File: config.mk
export PLATFORM = sky130hd
export DESIGN_NAME = conv1_sched
export DESIGN_NICKNAME = d
export VERILOG_FILES = /design/src/rtl/conv1_sched.sv
export SDC_FILE = /design/constraint.sdc
export NUM_CORES = 1
export LEC_CHECK = 0
export ABC_AREA = 0
export CAP_MARGIN = 10
export CORE_MARGIN = 8
export CORE_UTILIZATION = 56
export DETAILED_ROUTE_END_ITERATION = 10
export PLACE_DENSITY = 0.92
export REMOVE_ABC_BUFFERS = 1
export SLEW_MARGIN = 20
export SYNTH_ARGS = -nofsm -noshare
export SYNTH_HDL_FRONTEND = slang
export SYNTH_SLANG_ARGS = --single-unit
export TNS_END_PERCENT = 10
File: constraint.sdc
create_clock -name clk -period 3.9 [get_ports clk]
set_input_delay 0.78 -clock clk [delete_from_list [all_inputs] [get_ports clk]]
set_output_delay 0.78 -clock clk [all_outputs]
set_load 0.03 [all_outputs]
File: src/rtl/conv1_sched.sv
`default_nettype none
// ============================================================================
// Module      : conv1_sched
// Description : Sequencer for the first convolution stage. It accepts one
//               raster-scanned frame per start pulse over a valid/ready
//               handshake, drives the five-line-buffer write/read addresses
//               and window shift enable, and flags every position where the
//               KxK window holds a complete patch. Downstream backpressure
//               stalls pixel intake so the window never shifts under an
//               unconsumed output.
// Revision    : 1.0 - initial release
// ----------------------------------------------------------------------------
// Ports
//   clk         in   single clock, rising edge
//   rst_n       in   asynchronous reset, ACTIVE-HIGH despite the name
//   start       in   begin a frame (sampled only while idle)
//   in_valid    in   upstream pixel present
//   in_ready    out  pixel accepted this cycle when in_valid is also high
//   out_ready   in   downstream consumes the current window
//   lb_wr_en    out  line-buffer write enable / window shift enable
//   lb_wr_addr  out  line-buffer write address (current column)
//   lb_rd_addr  out  line-buffer read address (one column ahead of write)
//   win_valid   out  window holds a complete KxK patch
//   win_row     out  output row of the current window
//   win_col     out  output column of the current window
//   busy        out  frame in progress
//   frame_done  out  one-cycle pulse after the final window is consumed
// Optional (macro CNN_CONV1_FRAME_CNT_EN)
//   cnt_clr     in   synchronous clear of frame_cnt (wins over increment)
//   frame_cnt   out  16-bit wrapping count of completed frames
// ============================================================================
module conv1_sched #(
    parameter int IMG_W  = 28,
    parameter int IMG_H  = 28,
    parameter int K      = 5,
    parameter int ADDR_W = 5
) (
    input  logic              clk,
    input  logic              rst_n,
    input  logic              start,
    input  logic              in_valid,
    output logic              in_ready,
    input  logic              out_ready,
    output logic              lb_wr_en,
    output logic [ADDR_W-1:0] lb_wr_addr,
    output logic [ADDR_W-1:0] lb_rd_addr,
    output logic              win_valid,
    output logic [ADDR_W-1:0] win_row,
    output logic [ADDR_W-1:0] win_col,
    output logic              busy,
    output logic              frame_done
`ifdef CNN_CONV1_FRAME_CNT_EN
    ,
    input  logic              cnt_clr,
    output logic [15:0]       frame_cnt
`endif
);

    // ------------------------------------------------------------------
    // Constants
    // ------------------------------------------------------------------
    localparam logic [1:0] c_ST_IDLE   = 2'd0;
    localparam logic [1:0] c_ST_STREAM = 2'd1;
    localparam logic [1:0] c_ST_FLUSH  = 2'd2;

    localparam logic [ADDR_W-1:0] c_ONE      = ADDR_W'(1);
    localparam logic [ADDR_W-1:0] c_COL_LAST = ADDR_W'(IMG_W - 1);
    localparam logic [ADDR_W-1:0] c_ROW_LAST = ADDR_W'(IMG_H - 1);
    localparam logic [ADDR_W-1:0] c_KM1      = ADDR_W'(K - 1);
    localparam logic [ADDR_W:0]   c_ONE_EXT  = (ADDR_W + 1)'(1);
    localparam logic [ADDR_W:0]   c_W_EXT    = (ADDR_W + 1)'(IMG_W);

    // ------------------------------------------------------------------
    // Declarations
    // ------------------------------------------------------------------
    logic [1:0]        r_state;
    logic [1:0]        w_state_nxt;
    logic [ADDR_W-1:0] r_col;
    logic [ADDR_W-1:0] r_row;
    logic [ADDR_W-1:0] r_rd_addr;
    logic              r_win_valid;
    logic [ADDR_W-1:0] r_win_row;
    logic [ADDR_W-1:0] r_win_col;
    logic              r_frame_done;

    logic              w_in_ready;
    logic              w_busy;
    logic              w_start_frame;
    logic              w_flush_done;
    logic              w_accept;
    logic              w_col_last;
    logic              w_last_pix;
    logic              w_win_hit;
    logic [ADDR_W-1:0] w_col_nxt;
    logic [ADDR_W:0]   w_rd_sum;
    logic [ADDR_W:0]   w_rd_wrap;
    logic [ADDR_W-1:0] w_rd_nxt;

    // ------------------------------------------------------------------
    // Datapath combinational helpers
    // ------------------------------------------------------------------
    assign w_accept   = in_valid && w_in_ready;
    assign w_col_last = (r_col == c_COL_LAST);
    assign w_last_pix = w_col_last && (r_row == c_ROW_LAST);
    assign w_col_nxt  = w_col_last ? '0 : (r_col + c_ONE);

    // Read address runs one column ahead of the write address to cover the
    // one-cycle RAM read latency. IMG_W need not be a power of two, so the
    // wrap is a compare-and-subtract.
    assign w_rd_sum  = {1'b0, w_col_nxt} + c_ONE_EXT;
    assign w_rd_wrap = w_rd_sum - c_W_EXT;
    assign w_rd_nxt  = (w_rd_sum >= c_W_EXT) ? w_rd_wrap[ADDR_W-1:0]
                                             : w_rd_sum[ADDR_W-1:0];

    // The pixel being accepted completes a KxK patch once both its row and
    // column have reached K-1; this also guards the coordinate subtraction.
    assign w_win_hit = w_accept && (r_row >= c_KM1) && (r_col >= c_KM1);

    // ------------------------------------------------------------------
    // FSM: state register
    // ------------------------------------------------------------------
    always_ff @(posedge clk or posedge rst_n) begin
        if (rst_n) begin
            r_state <= c_ST_IDLE;
        end else begin
            r_state <= w_state_nxt;
        end
    end

    // ------------------------------------------------------------------
    // FSM: next-state logic
    // ------------------------------------------------------------------
    always_comb begin
        w_state_nxt = r_state;
        case (r_state)
            c_ST_IDLE:   if (start)                   w_state_nxt = c_ST_STREAM;
            c_ST_STREAM: if (w_accept && w_last_pix)  w_state_nxt = c_ST_FLUSH;
            c_ST_FLUSH:  if (w_flush_done)            w_state_nxt = c_ST_IDLE;
            default:                                  w_state_nxt = c_ST_IDLE;
        endcase
    end

    // ------------------------------------------------------------------
    // FSM: outputs
    // ------------------------------------------------------------------
    always_comb begin
        w_in_ready    = 1'b0;
        w_busy        = 1'b1;
        w_start_frame = 1'b0;
        w_flush_done  = 1'b0;
        case (r_state)
            c_ST_IDLE: begin
                w_busy        = 1'b0;
                w_start_frame = start;
            end
            c_ST_STREAM: begin
                // An unconsumed window freezes intake in the same cycle.
                w_in_ready = !(r_win_valid && !out_ready);
            end
            c_ST_FLUSH: begin
                w_flush_done = !r_win_valid || out_ready;
            end
            default: begin
                w_busy = 1'b0;
            end
        endcase
    end

    // ------------------------------------------------------------------
    // Raster position and read address
    // ------------------------------------------------------------------
    always_ff @(posedge clk or posedge rst_n) begin
        if (rst_n) begin
            r_col     <= '0;
            r_row     <= '0;
            r_rd_addr <= '0;
        end else if (w_start_frame) begin
            r_col     <= '0;
            r_row     <= '0;
            r_rd_addr <= '0;
        end else if (w_accept) begin
            r_col     <= w_col_nxt;
            r_rd_addr <= w_rd_nxt;
            if (w_last_pix) begin
                r_row <= '0;
            end else if (w_col_last) begin
                r_row <= r_row + c_ONE;
            end
        end
    end

    // ------------------------------------------------------------------
    // Window valid / coordinates and frame completion
    // ------------------------------------------------------------------
    always_ff @(posedge clk or posedge rst_n) begin
        if (rst_n) begin
            r_win_valid  <= 1'b0;
            r_win_row    <= '0;
            r_win_col    <= '0;
            r_frame_done <= 1'b0;
        end else begin
            // A new patch in the same cycle as a consume reloads rather
            // than clears, so back-to-back windows stay valid.
            if (w_win_hit) begin
                r_win_valid <= 1'b1;
                r_win_row   <= r_row - c_KM1;
                r_win_col   <= r_col - c_KM1;
            end else if (out_ready) begin
                r_win_valid <= 1'b0;
            end
            r_frame_done <= w_flush_done;
        end
    end

`ifdef CNN_CONV1_FRAME_CNT_EN
    // ------------------------------------------------------------------
    // Completed-frame counter
    // ------------------------------------------------------------------
    logic [15:0] r_frame_cnt;

    always_ff @(posedge clk or posedge rst_n) begin
        if (rst_n) begin
            r_frame_cnt <= '0;
        end else if (cnt_clr) begin
            r_frame_cnt <= '0;
        end else if (r_frame_done) begin
            r_frame_cnt <= r_frame_cnt + 16'd1;
        end
    end

    assign frame_cnt = r_frame_cnt;
`endif

    // ------------------------------------------------------------------
    // Output assignments
    // ------------------------------------------------------------------
    assign in_ready   = w_in_ready;
    assign lb_wr_en   = w_accept;
    assign lb_wr_addr = r_col;
    assign lb_rd_addr = r_rd_addr;
    assign win_valid  = r_win_valid;
    assign win_row    = r_win_row;
    assign win_col    = r_win_col;
    assign busy       = w_busy;
    assign frame_done = r_frame_done;

endmodule
`default_nettype wire

==> out/results.ini, run 1 <==
[global_routing]
grt_pass1_wl_mm=6.69
grt.busiest_layer=met2
grt_use_met3_pct=4.74
antenna_found_initial=0
grt_util_all_layers_pct=16.2
gr-total-overflow=0
grt_use_met2_pct=27.8
grt_pass1_vias=1537
grt_max_degree=30
met1_usage_pct=17.7

[setup_path]
crit_start=out_ready
cpLargestDelayFamily=buffers and inverters
crit_slowest_cell=clkdlybuf4s50_1
worstSetupPathType=primary input to output port
cp_data_arrival_time_ns=2.50
crit_top_cell=clkdlybuf4s50_1
cp_slowest_stage_delay_ns=0.66
end_kind=output port
r2r_cells=12
cp.depth=6
startpoint_type=primary input
crit_chain=clkdlybuf4s50_1, nand2b_1, and2_1, nand2_2, clkinv_1, clkdlybuf4s50_1
path_buf_inv=3
rr_startpoint=lb_wr_addr[2]
path_max_fanout=10
required_ns=3.12
rrSetupSlack_ns=0.85

[floorplan]
io_pins=30
row_count=20
start_util_pct=57.8
coreArea_um2=2980
die_area_um2=5100
die_w_um=71.4
die_h_um=71.4

[yosys]
syn_avg_cell_area_um2=9.25
synthArstFlopShare_pct=100
ys_seq_area_share_pct=42.2
synth_cells=186
synth_cell_types=40
ys_warn_count=0
ys.flop_type=dfrtp_1
syn_area_um2=1720
synth_edf_count=0
ys_ff_latch=29

[sta]
final.min_clock_period_ns=3.28
tns_ns=0
grt_setup_unrepaired=false
worst_pin_slew_ns=0.584
max_slew_margin_pct=61.0
timing.fmax_mhz=304
timing.final.ws_setup_ns=0.615
fin_skew_ns=0.00548
fin_crit_sh_pct=84.2
finalMaxSlewViolations=0
setup_viol=0
hold_violations=0

[clock_network]
clk_latency_ns=0.33
holdBufCountCts=0
clkTransAtPathRegs_ns=0.09
cts_buffers=5
ctsRootBufferMaster=clkbuf_4
clockBufferDepth=2
cts_setup_buffers=0
htree_levels=2
cts-resized-gates=0
tritoncts=yes
cts.sinks=29

[min_path]
hp-start=win_row[0]
holdCritPathClass=flip-flop to flip-flop
worstHoldPathCells=2

[placed_design]
port-buffer-count=29
hpwl_mm=2.77
pre_cts_slack_ns=0.628
place_congestion=0.843

[final_layout]
area_growth_pct=22.6
diodes=0
final_cell_mix=29 x dfrtp_1, 29 x clkdlybuf4s50_1, 27 x nand2_1
layout-drive-gt1-share_pct=8.68
fillers=228
final_nets=243

[routing]
antenna_left=0
num_vias=1430
drc_errors=0
wirelength_mm=3.74
wl_per_cell_um=14.8
first_pass_iters=4
vias_per_cell=5.67
first_iter_violations=57

[pwr]
p_leak_nw=0.978
powerDensity_nw_per_um2=664
peakVddDrop_uv=485

[run_status]
status=completed

[job]
maxCapViolations=0

==> registers in the layout, indices dropped and copies added (netlist names) <==
name and cells:
r_state 2, win_valid 1, win_row 5, r_row 5, win_col 5, lb_rd_addr 5, frame_done 1, lb_wr_addr 5
==> worst reg2reg max path: stages, from the launching register on <==
cell and delay, ns:
dfrtp_1 0.54, inv_1 0.19, ha_1 0.26, and3_1 0.27
nor2_1 0.23, ha_1 0.25, xor2_1 0.25, ha_1 0.25
nand2_1 0.07, mux2i_1 0.14, a32o_2 0.23, mux2i_1 0.19
a21oi_1 0.08
==> Yosys cell counts (2+ instances only) <==
| library cell | count | area share (%) |
|---|---|---|
| o21ai_1 | 2 | 0.58 |
| clkbuf_1 | 3 | 0.65 |
| nand4_1 | 2 | 0.73 |
| o21ai_0 | 17 | 4.9 |
| nor3_1 | 4 | 1.2 |
| mux2i_1 | 2 | 1.2 |
| and2_1 | 4 | 1.5 |
| a21oi_1 | 10 | 2.9 |
| inv_1 | 13 | 2.8 |
| xor2_1 | 3 | 1.5 |
| a2111oi_0 | 2 | 1.0 |
| nand3_1 | 6 | 1.7 |
| mux2_2 | 2 | 1.3 |
| nor2_1 | 11 | 2.4 |
| and3_1 | 2 | 0.73 |
| a211oi_1 | 2 | 0.87 |
| nand2_1 | 27 | 5.9 |
| dfrtp_1 | 29 | 42 |
| nand2b_1 | 2 | 0.73 |
| ha_1 | 20 | 15 |
| xnor2_1 | 3 | 1.5 |
| o22ai_1 | 2 | 0.73 |
==> path summary, 6_finish.rpt <==
| path | end |
|---|---|
| worst max-delay path | lb_wr_en |
| worst min-delay path | win_row[0] |
| worst max register to register | lb_rd_addr[3] |
| worst min register to register | win_row[0] |
| max in group asynchronous | r_row[0] |
| min in group asynchronous | frame_done |
==> report_power, final <==
part           internal (W)  switching, W
logic              0.000302      0.000436
registers          0.000382     0.0000703
clock network      0.000104      0.000105
==> metal layers <==
| metal | up-vias | part of all wire, % |
|---|---|---|
| li1 | 696 | - |
| met1 | 682 | 43 |
| met2 | 42 | 49 |
| met3 | 10 | 5.9 |
| met4 | 0 | 1.9 |
| met5 | - | 0 |
==> cells by family (layout without fill, tap and decap cells) <==
| logic type | count (synthesis) | after routing | synth area share, % |
|---|---|---|---|
| simple gates | 65 | 65 | 18.0 |
| compound gates | 42 | 42 | 14.5 |
| flops | 29 | 29 | 42.2 |
| fa+ha+maj | 20 | 20 | 14.5 |
| buf+inv | 19 | 52 | 4.22 |
| xor+xnor | 7 | 7 | 4.00 |
| mux | 4 | 4 | 2.47 |
==> per-stage QoR <==
stage               util [%]  cell area, um^2  total power (W)  hold WS (ns)  std cells
floorplan                  -             1700         0.000927         0.506        181
global placement        68.5             2040          0.00117         0.460        244
detailed placement      68.5             2040          0.00120         0.473        244
CTS                     70.8             2110          0.00141         0.493        252
global route            70.8             2110          0.00150         0.514        252
finish                  70.8             2110          0.00140         0.486        252
==> layout make-up <==
type	instances	area [um^2]	share of cell area [%]
Multi-Input combinational cell	138	922	43.7
Sequential cell	29	726	34.4
Timing Repair Buffer	30	298	14.1
Clock buffer	7	65.1	3.08
Inverter	14	52.6	2.49
Tap cell	33	41.3	1.96
Clock inverter	1	5.00	0.237
Power figures use the tool's default switching activity.
==> run 2: changes to the inputs <==
--- a/config.mk
+++ b/config.mk
@@ -8,9 +8,9 @@
 export ABC_AREA = 0
 export CAP_MARGIN = 10
 export CORE_MARGIN = 8
-export CORE_UTILIZATION = 56
+export CORE_UTILIZATION = 52
 export DETAILED_ROUTE_END_ITERATION = 10
-export PLACE_DENSITY = 0.92
+export PLACE_DENSITY = 0.87
 export REMOVE_ABC_BUFFERS = 1
 export SLEW_MARGIN = 20
 export SYNTH_ARGS = -nofsm -noshare
==> constraint.sdc (replaced) <==
create_clock -name clk -period 3.1 [get_ports clk]
set_input_delay 0.62 -clock clk [delete_from_list [all_inputs] [get_ports clk]]
set_output_delay 0.62 -clock clk [all_outputs]
set_load 0.03 [all_outputs]
==> run 2 against run 1 <==
  * Final area increased by 2.6%
  * Critical path depth is the same
  * Count of clock-buffer cells in the layout unchanged
  * Sequential cell count is the same
  * Power grew 27%
  * Combinational power grew 30%
  * Worst hold slack worse by 0.0052 ns
  * Global-route usage shrank 2.5 points
  * Clock skew is essentially flat
  * Die area grew 6.0%
  * Non-clock buffer count rose by 5
  * Critical endpoint unchanged
==> out/results.ini, run 2 (same netlist as run 1, synthesis figures left out) <==
[global_routing]
gr-total-overflow=0
grt_pass1_vias=1316
antenna_found_initial=0
grt_max_degree=30
grt_util_all_layers_pct=13.7
grt_pass1_wl_mm=5.82

[sta]
hold_violations=0
tns_ns=0
setup_viol=0
final.min_clock_period_ns=2.87
grt_setup_unrepaired=false
fin_skew_ns=0.00530
max_slew_margin_pct=63.8
finalMaxSlewViolations=0
fin_crit_sh_pct=92.7
worst_pin_slew_ns=0.542
timing.fmax_mhz=348

[final_layout]
layout-drive-gt1-share_pct=10.3
fillers=305
final_nets=248
final_cell_mix=29 x dfrtp_1, 29 x clkdlybuf4s50_1, 27 x nand2_1
area_growth_pct=25.7
diodes=0
stdcell_count=270

[setup_path]
cp_data_arrival_time_ns=2.25
path_max_fanout=5
worstSetupPathType=primary input to output port
startpoint_type=primary input
end_kind=output port
required_ns=2.48
rr_startpoint=lb_wr_addr[0]
crit_start=out_ready

[clock_network]
cts_buffers=5
cts.sinks=29
clkTransAtPathRegs_ns=0.09
clk_latency_ns=0.32
cts-resized-gates=0
cts_setup_buffers=0
ctsRootBufferMaster=clkbuf_4
tritoncts=yes
htree_levels=2
clockBufferDepth=2
holdBufCountCts=0

[min_path]
holdCritPathClass=flip-flop to flip-flop
hp-start=win_row[4]

[placed_design]
placed_cells=262
hpwl_mm=2.62
place_congestion=0.864
port-buffer-count=29

[floorplan]
die_h_um=73.5
coreArea_um2=3260
die_area_um2=5410
row_count=21
die_w_um=73.5
start_util_pct=52.8
io_pins=30

[pwr]
peakVddDrop_uv=534
powerDensity_nw_per_um2=819
p_leak_nw=1.00
p_total_w=0.00177

[routing]
drc_errors=0
wl_per_cell_um=12.7
antenna_left=0
first_iter_violations=75
vias_per_cell=5.22
num_vias=1409
first_pass_iters=4
wirelength_mm=3.42

[run_status]
status=completed

[job]
maxCapViolations=0

run 2: layout make-up:
| class | count | area [um^2] | area share [%] |
|---|---|---|---|
| Clock buffer | 7 | 65.1 | 3.01 |
| Clock inverter | 1 | 5.00 | 0.231 |
| Inverter | 14 | 52.6 | 2.43 |
| Multi-Input combinational cell | 138 | 922 | 42.6 |
| Sequential cell | 29 | 726 | 33.5 |
| Tap cell | 46 | 57.6 | 2.66 |
| Timing Repair Buffer | 35 | 335 | 15.5 |
run 2: per-layer routing:
metal,global-route usage (%),wire [um],vias to the layer above
met5,0,0,-
met4,6.21,80,0
li1,-,-,714
met2,22.1,1610,35
met1,16.4,1530,651
met3,3.82,203,9
run 2: per-stage QoR:
step	utilization (%)	hold slack [ns]	worst slack, ns	instance area [um^2]
2_1_floorplan	-	0.506	0.301	1700
3_3_place_gp	64.2	0.460	0.274	2090
3_5_place_dp	64.2	0.469	0.248	2090
4_1_cts	66.4	0.490	0.212	2160
5_1_grt	66.4	0.512	0.00541	2160
6_report	66.4	0.480	0.225	2160
run 2: worst max-delay path, cell delays in order:
cell and delay [ns]:
clkdlybuf4s50_1 0.44, nand2b_1 0.18, and2_1 0.20, nand2_2 0.08, clkinv_1 0.07, clkdlybuf4s50_1 0.67
run 2: path summary, 6_finish.rpt:
kind,end,slack (ns),cells after the start
setup / recovery,lb_wr_en,0.23,6
hold / removal,win_row[4],0.48,2
setup reg to reg,lb_rd_addr[3],0.26,12
hold reg to reg,win_row[4],0.48,2
max in group asynchronous,lb_rd_addr[1],2.16,3
min in group asynchronous,win_col[3],0.68,3
run 2: where the power goes:
| part | total [W] | internal, W | switching, W |
|---|---|---|---|
| clock | 0.000260 | 0.000131 | 0.000128 |
| combinational | 0.000960 | 0.000399 | 0.000561 |
| sequential | 0.000553 | 0.000481 | 0.0000719 |
| total | 0.00177 | 0.00101 | 0.000762 |
